## src/rtl/uart_word_tx.sv

```systemverilog
// uart_word_tx: buffers 32-bit words in a FIFO and streams each as a 6-byte
// framed packet (SYNC, 4 data bytes MSB first, XOR checksum) into uart_tx.
module uart_word_tx #(
  parameter int         DEPTH = 4,
  parameter logic [7:0] SYNC  = 8'hA5
) (
  input  logic                     clk,
  input  logic                     rst,
  input  logic                     in_valid,
  input  logic [31:0]              in_data,
  output logic                     in_ready,
  output logic                     tx_en,
  output logic [7:0]               tx_data,
  input  logic                     uart_busy,
  output logic [$clog2(DEPTH):0]   fifo_count,
  output logic                     pkt_done,
  output logic                     overflow
);
  localparam int AW = $clog2(DEPTH);
  typedef enum logic [2:0] {IDLE, LOAD, SEND, WAIT_HI, WAIT_LO} state_t;
  state_t        r_state;
  logic [31:0]   r_mem [DEPTH];
  logic [AW-1:0] r_wptr, r_rptr;
  logic [AW:0]   r_count;
  logic [31:0]   r_word;
  logic [7:0]    r_chk;
  logic [2:0]    r_idx;
  logic [7:0]    r_tx_data;
  logic          r_pkt_done, r_overflow;
  logic          w_push, w_pop, w_last;
  logic [31:0]   w_head;
  logic [7:0]    w_next_byte;
  assign w_push     = in_valid & in_ready;
  assign w_pop      = (r_state == LOAD);
  assign w_last     = (r_idx == 3'd5);
  assign w_head     = r_mem[r_rptr];
  assign in_ready   = (r_count != (AW+1)'(DEPTH));
  assign fifo_count = r_count;
  assign tx_en      = (r_state == SEND) & ~uart_busy;
  assign tx_data    = r_tx_data;
  assign pkt_done   = r_pkt_done;
  assign overflow   = r_overflow;
  // byte that follows the one at r_idx; index 4 -> checksum
  always_comb begin
    w_next_byte = (r_idx == 3'd0) ? r_word[31:24] :
                  (r_idx == 3'd1) ? r_word[23:16] :
                  (r_idx == 3'd2) ? r_word[15:8]  :
                  (r_idx == 3'd3) ? r_word[7:0]   : r_chk;
  end
  always_ff @(posedge clk) begin
    if (w_push) r_mem[r_wptr] <= in_data;
  end
  always_ff @(posedge clk) begin
    if (!rst) begin
      r_state    <= IDLE;
      r_wptr     <= '0;
      r_rptr     <= '0;
      r_count    <= '0;
      r_word     <= '0;
      r_chk      <= '0;
      r_idx      <= '0;
      r_tx_data  <= '0;
      r_pkt_done <= 1'b0;
      r_overflow <= 1'b0;
    end else begin
      r_pkt_done <= 1'b0;
      r_overflow <= r_overflow | (in_valid & ~in_ready);
      if (w_push) r_wptr <= r_wptr + 1'b1;
      if (w_pop) r_rptr <= r_rptr + 1'b1;
      r_count <= r_count + (AW+1)'(w_push) - (AW+1)'(w_pop);
      case (r_state)
        IDLE: if (r_count != '0) r_state <= LOAD;
        LOAD: begin
          r_word    <= w_head;
          r_chk     <= w_head[31:24] ^ w_head[23:16] ^ w_head[15:8] ^ w_head[7:0];
          r_idx     <= '0;
          r_tx_data <= SYNC;
          r_state   <= SEND;
        end
        SEND:    if (!uart_busy) r_state <= WAIT_HI;
        WAIT_HI: if (uart_busy) r_state <= WAIT_LO;
        WAIT_LO: begin
          if (!uart_busy && w_last) begin
            r_pkt_done <= 1'b1;
            r_state    <= (r_count != '0) ? LOAD : IDLE;
          end else if (!uart_busy) begin
            r_idx     <= r_idx + 3'd1;
            r_tx_data <= w_next_byte;
            r_state   <= SEND;
          end
        end
        default: r_state <= IDLE;
      endcase
    end
  end
endmodule

```

## config.mk

```make
export PLATFORM = sky130hd
export DESIGN_NAME = uart_word_tx
export DESIGN_NICKNAME = d
export VERILOG_FILES = /design/src/rtl/uart_word_tx.sv
export SDC_FILE = /design/constraint.sdc
export NUM_CORES = 1
export LEC_CHECK = 0
export BUFFER_PORTS_ARGS = -buffer_cell sky130_fd_sc_hd__clkbuf_2
export CAP_MARGIN = 15
export CELL_PAD_IN_SITES_DETAIL_PLACEMENT = 1
export CELL_PAD_IN_SITES_GLOBAL_PLACEMENT = 1
export CORE_UTILIZATION = 45
export CTS_BUF_LIST = sky130_fd_sc_hd__clkbuf_16
export DETAILED_ROUTE_END_ITERATION = 8
export HOLD_SLACK_MARGIN = 0.02
export PLACE_DENSITY = 0.84
export SYNTH_ARGS = -nofsm -noshare
export SYNTH_HDL_FRONTEND = slang
export SYNTH_SLANG_ARGS = --single-unit
```

## constraint.sdc

```tcl
create_clock -name clk -period 2.38 [get_ports clk]
set_clock_uncertainty 0.15 [all_clocks]
set_input_delay 0.238 -clock clk [delete_from_list [all_inputs] [get_ports clk]]
set_output_delay 0.238 -clock clk [all_outputs]
set_load 0.1 [all_outputs]
```

# Word-level counts from Yosys, hierarchy flattened

Memories as Yosys holds them, arrays and structs flattened. A register that Yosys moved wholly into a read port is not among the register bits.
Index checks and enable logic that the tools add are counted.

Register bits after elaboration: 63
Bits in writable memories: 128
Input bits: 36
Memories kept: 1

Add/sub/neg operators: 5
Equality and inequality tests: 15
Multiplexer cells: 22
Bitwise gates (word level): 9
Reduce and logical (&&, ||, !) cells: 9

Memories:

| memory | depth | width | read ports | clocked after Yosys merged registers in | wr ports | line | text |
|---|---|---|---|---|---|---|---|
| r_mem  | 4     | 32    | 1          | 1                                       | 1        | 22   | `logic [31:0] r_mem [DEPTH];` |

Operators with widths:

| cell                | number |
|---|---|
| $mux 8              | 6 |
| $xor 8x8->8         | 3 |
| $mux 3              | 7 |
| $pmux 8 s2          | 1 |
| $pmux 3 s5          | 1 |
| $eq 3x2->1 const B  | 4 |
| $ne 2x2->1 const B  | 5 |
| $eq 3x1->1 const B  | 2 |
| $eq 3x3->1 const B  | 2 |
| $logic_not 3->1     | 2 |
| $ne 3x3->1 const B  | 2 |
| $pmux 3 s2          | 1 |
| $add 2x1->2 const B | 2 |
| $mux 1              | 4 |
| $mux 2              | 2 |
| $reduce_and 4->1    | 1 |
| $add 3x1->3         | 1 |
| $add 3x1->3 const B | 1 |
| $and 1x1->1         | 3 |
| $reduce_and 3->1    | 1 |
| $reduce_bool 3->1   | 1 |
| $sub 3x1->3         | 1 |
| $not 1->1           | 2 |
| $reduce_and 2->1    | 1 |
| other kinds (4)     | 4 |

# Depth between registers and ports, before layout

Word-level depth: 8
Depth in mapped cells: 11
Mapped depth without buffers: 9

# Least setup slack after synthesis

Ideal clock, no wire load.

Path kind: register -> output
From: register r_state[1]
To: output tx_en
Data arrival time: 2726 ps
Path slack: -734 ps
Stages on the path, launching flop included: 4
Path buffers: 1
Cells stage by stage: dfxtp_1 -> clkbuf_1 -> nand2b_1 -> nor3_1

Cells in the longest elaborated chain, start to end: 2

RTL lines:

| item                     | line | text |
|---|---|---|
| start: declaration       | 21   | `state_t r_state;` |
| start signal: assignment | 85   | `r_state <= (r_count != '0) ? LOAD : IDLE;` |
| $eq 3x2->1               | 39   | `assign tx_en = (r_state == SEND) & ~uart_busy;` |
| $and 1x1->1              | 39   |  |
| end: declaration         | 12   | `output logic tx_en,` |

Every way passes these cells.

# Worst setup path after layout

From: register r_state[0]
To: register r_count[2] (netlist: fifo_count[2])

Cells in the longest elaborated chain, start to end: 2

RTL lines:

| item                   | line | text |
|---|---|---|
| $eq 3x1->1             | 34   | `assign w_pop = (r_state == LOAD);` |
| $sub 3x1->3            | 70   | `r_count <= r_count + (AW+1)'(w_push) - (AW+1)'(w_pop);` |
| end signal: assignment | 70   |  |
| end: declaration       | 24   | `logic [AW:0] r_count;` |

Every way passes these cells.
A chain may end at the register's enable or synchronous reset.

==> run_results.csv <==
group,metric,value,unit
synthesis,ys.warnings.count,0,
place,final_hpwl_dp,11300,um
cts,cts.sinks,193,
sta,fin_worst_hold_slack,0.322,ns
setup_path,endpoint_kind,"flop",
route,drc_violation_count_after_routing,0,
die,num_io_pins,51,
route,post_drt_via_cell_ratio,5.48,
route,ant_nets,0,
place,port_buffer_count,50,
sta,maxClockFrequency,0.451,GHz
cts,cts_buffer_depth,2,
place,globalplace.congestion,0.812,
die,rows,47,
sta,rsz0062_at_grt,"no",
status,outcome,"completed",
min_path,hold_class,"reg -> reg",
cts,ctsHtreeMaxLevel,4,
die,horiz_die_dim,133,um
synthesis,synth.yosys.seq_area_share,66.8,%
cts,clock_insertion_delay_worst_skew,0.44,ns
cts,cts_tree,"done",
sta,period_minus_slack,2.22,ns
die,floorplan.die.height,133,um
global_routing,maximum_number_of_pins_on_one_net_before_global_route_repair,51,
setup_path,critPathKind,"reg -> reg",
synthesis,synth-seq-cells,193,
global_routing,global_route_wire_length_before_repair,27500,um
global_routing,gr-total-overflow,0,
setup_path,cp_data_arrival_time,2.39,ns
cts,cts_root_buffer,"sky130_fd_sc_hd__clkbuf_16",
synthesis,synth.cell_area,7700,um2
cts,postCtsSetupBuffers,0,
synthesis,async_flop_share,0,%
synthesis,synth_edf_count,128,
global_routing,initial_antenna_violation_count,1,
cts,clk_pin_slew,0.07,ns
route,dr.first_iter.drc_count,281,
sta,finalHoldViolCount,0,
die,core,16600,um2
cells_and_area,n_fill_cell,1601,
setup_path,cp_max_fo,7,
job,maxCapViolCount,0,
sta,fin_crit_sh,93.2,%
synthesis,synth_top_flop_cell,"sky130_fd_sc_hd__edfxtp_1",
global_routing,globalRouteTotalUtil,21.0,%
die,fp.dieArea,17600,um2
global_routing,first_global_vias,5067,
sta,max_slew_margin,63.2,%
route,avgRoutedWirePerCell,20.3,um
synthesis,netlist-cell-type-count,38,
sta,tightestPinTransition,0.554,ns
sta,slew_violations,0,
power_and_ir_drop,leakagePower,3.23,nW
die,effective_utilization_at_floorplan,46.3,%
cells_and_area,design.final.nets,674,
setup_path,timing.critical_path.required,2.55,ns
route,drt_wl_total,17500,um
route,drt_first_pass_iters,5,
cells_and_area,flow.area_growth_from_synthesis,20.2,%
sta,totalNegativeSetupSlack,0,ns
sta,report.final.setup_viol,0,
synthesis,syn_area_per_cell,14.4,um2
power_and_ir_drop,ir_worst_vdd,0.715,mV
cts,cts_buffers,17,
power_and_ir_drop,power-per-cell-area,1120,nW/um2
cells_and_area,post_route_cells_drive_above_1_share,23.2,%
route,vias,4715,
setup_path,timing.critical_path.from_type,"flop",
synthesis,synth_fp_nets,580,
synthesis,synthCells,533,
sequential cells by signal, summed over array words and instances, names as in the netlist, named ones only:
name,flops
r_mem,128
r_word,32
r_chk,8
tx_data,8
fifo_count,3
r_idx,3
r_state,3
r_rptr,2
r_wptr,2
overflow,1
pkt_done,1
routing by layer:
metal | up-vias | track usage, % | share of wire [%]
li1 | 2159 | - | -
met1 | 2420 | 26.1 | 43
met2 | 110 | 36.2 | 52
met3 | 26 | 4.10 | 3.6
met4 | 0 | 8.30 | 1.7
met5 | - | 0 | 0
cells in the final DEF, fill, tap and decap left out, types with 2 or more instances in the layout:
cell and instances:
sky130_fd_sc_hd__ha_1 10, sky130_fd_sc_hd__mux2i_1 9, sky130_fd_sc_hd__inv_1 8, sky130_fd_sc_hd__clkbuf_16 17
sky130_fd_sc_hd__nand3_1 3, sky130_fd_sc_hd__o221a_2 4, sky130_fd_sc_hd__clkbuf_2 50, sky130_fd_sc_hd__dlygate4sd3_1 35
sky130_fd_sc_hd__o21ai_0 12, sky130_fd_sc_hd__a32o_1 4, sky130_fd_sc_hd__xnor2_1 12, sky130_fd_sc_hd__edfxtp_1 128
sky130_fd_sc_hd__a211o_1 4, sky130_fd_sc_hd__nand2b_1 4, sky130_fd_sc_hd__nor2_1 16, sky130_fd_sc_hd__clkinv_4 4
sky130_fd_sc_hd__a22o_1 4, sky130_fd_sc_hd__nand2_1 73, sky130_fd_sc_hd__nor3_1 3, sky130_fd_sc_hd__inv_6 4
sky130_fd_sc_hd__clkinv_1 2, sky130_fd_sc_hd__a21oi_1 55, sky130_fd_sc_hd__dfxtp_4 3, sky130_fd_sc_hd__nor3b_1 8
sky130_fd_sc_hd__nor3b_2 2, sky130_fd_sc_hd__buf_4 12, sky130_fd_sc_hd__o31ai_1 5, sky130_fd_sc_hd__and2_2 4
sky130_fd_sc_hd__buf_12 8, sky130_fd_sc_hd__nor2b_1 9, sky130_fd_sc_hd__dfxtp_1 61, sky130_fd_sc_hd__xor2_1 18
sky130_fd_sc_hd__mux4_2 32
critical path: stages, from the launching register on:
cell                       delay (ns)
sky130_fd_sc_hd__dfxtp_1         0.45
sky130_fd_sc_hd__nor2b_1         0.26
sky130_fd_sc_hd__nand2b_1        0.13
sky130_fd_sc_hd__xnor2_1         0.17
sky130_fd_sc_hd__ha_1            0.16
sky130_fd_sc_hd__inv_1           0.05
sky130_fd_sc_hd__fa_1            0.37
sky130_fd_sc_hd__xor2_1          0.17
sky130_fd_sc_hd__xnor2_1         0.14
sky130_fd_sc_hd__nor2_1          0.05
worst paths after layout:
path	end	startpoint	slack, ns	cells past startpoint
worst max-delay path	fifo_count[2]	r_state[0]	0.16	9
worst max register to register	fifo_count[2]	r_state[0]	0.16	9
worst min register to register	r_word[1]	r_word[1]	0.32	2
worst min-delay path	r_word[1]	r_word[1]	0.32	2
cell type report:
cell class	instances	area [um2]	share of cell area, %
inverter	8	30.0	0.324
clock buffer	17	425	4.60
sequential	193	5160	55.7
antenna	1	2.50	0.0270
timing repair buffer	105	851	9.19
multi-input combinational	302	2380	25.8
tap	220	275	2.97
clock inverter	14	131	1.42
synthesized netlist by cell type (all sizes together) (5+ instances only):
cell,instances,area [um2]
edfxtp,128,3840
nand2,73,274
dfxtp,65,1300
a21oi,56,280
mux4,32,721
clkbuf,18,67.6
xor2,18,158
nor2,16,60.1
buf,12,98.9
o21ai,12,60.1
xnor2,12,105
ha,10,125
nor3b,10,75.1
mux2i,9,90.1
nor2b,9,56.3
inv,7,26.3
and2,5,31.3
o31ai,5,37.5
metrics by stage:
stage	util, %	worst slack (ns)	cell area, um2	total power, mW	std cells
finish	55.6	0.162	9260	10.4	860
global route	55.6	0.0214	9260	10.9	860
CTS	55.6	0.138	9250	10.5	859
detailed placement	50.1	0.157	8340	7.70	793
global placement	50.1	0.296	8340	7.50	793
floorplan	-	0.0312	7730	6.88	533
kinds of logic after synthesis:
| family | share of synthesized area (%) |
|---|---|
| flops | 66.8 |
| compound gates | 7.12 |
| xor+xnor | 3.41 |
| simple gates | 7.70 |
| buf+inv | 2.55 |
| fa+ha+maj | 1.88 |
| mux | 10.5 |
where the power goes:
part / total [mW] / internal [mW] / switching (mW)
logic: 3.22 / 1.30 / 1.93
registers: 4.46 / 4.15 / 0.314
clock network: 2.71 / 1.45 / 1.26
total: 10.4 / 6.90 / 3.50
timing repair:
action / 4_1_cts / 5_1_grt
endpoints found under the hold margin: 137 / 0
hold buffers: 35 / 0
setup endpoints to repair: 0 / 2
resized for setup: 0 / 1
(Power assumes the default switching activity.)
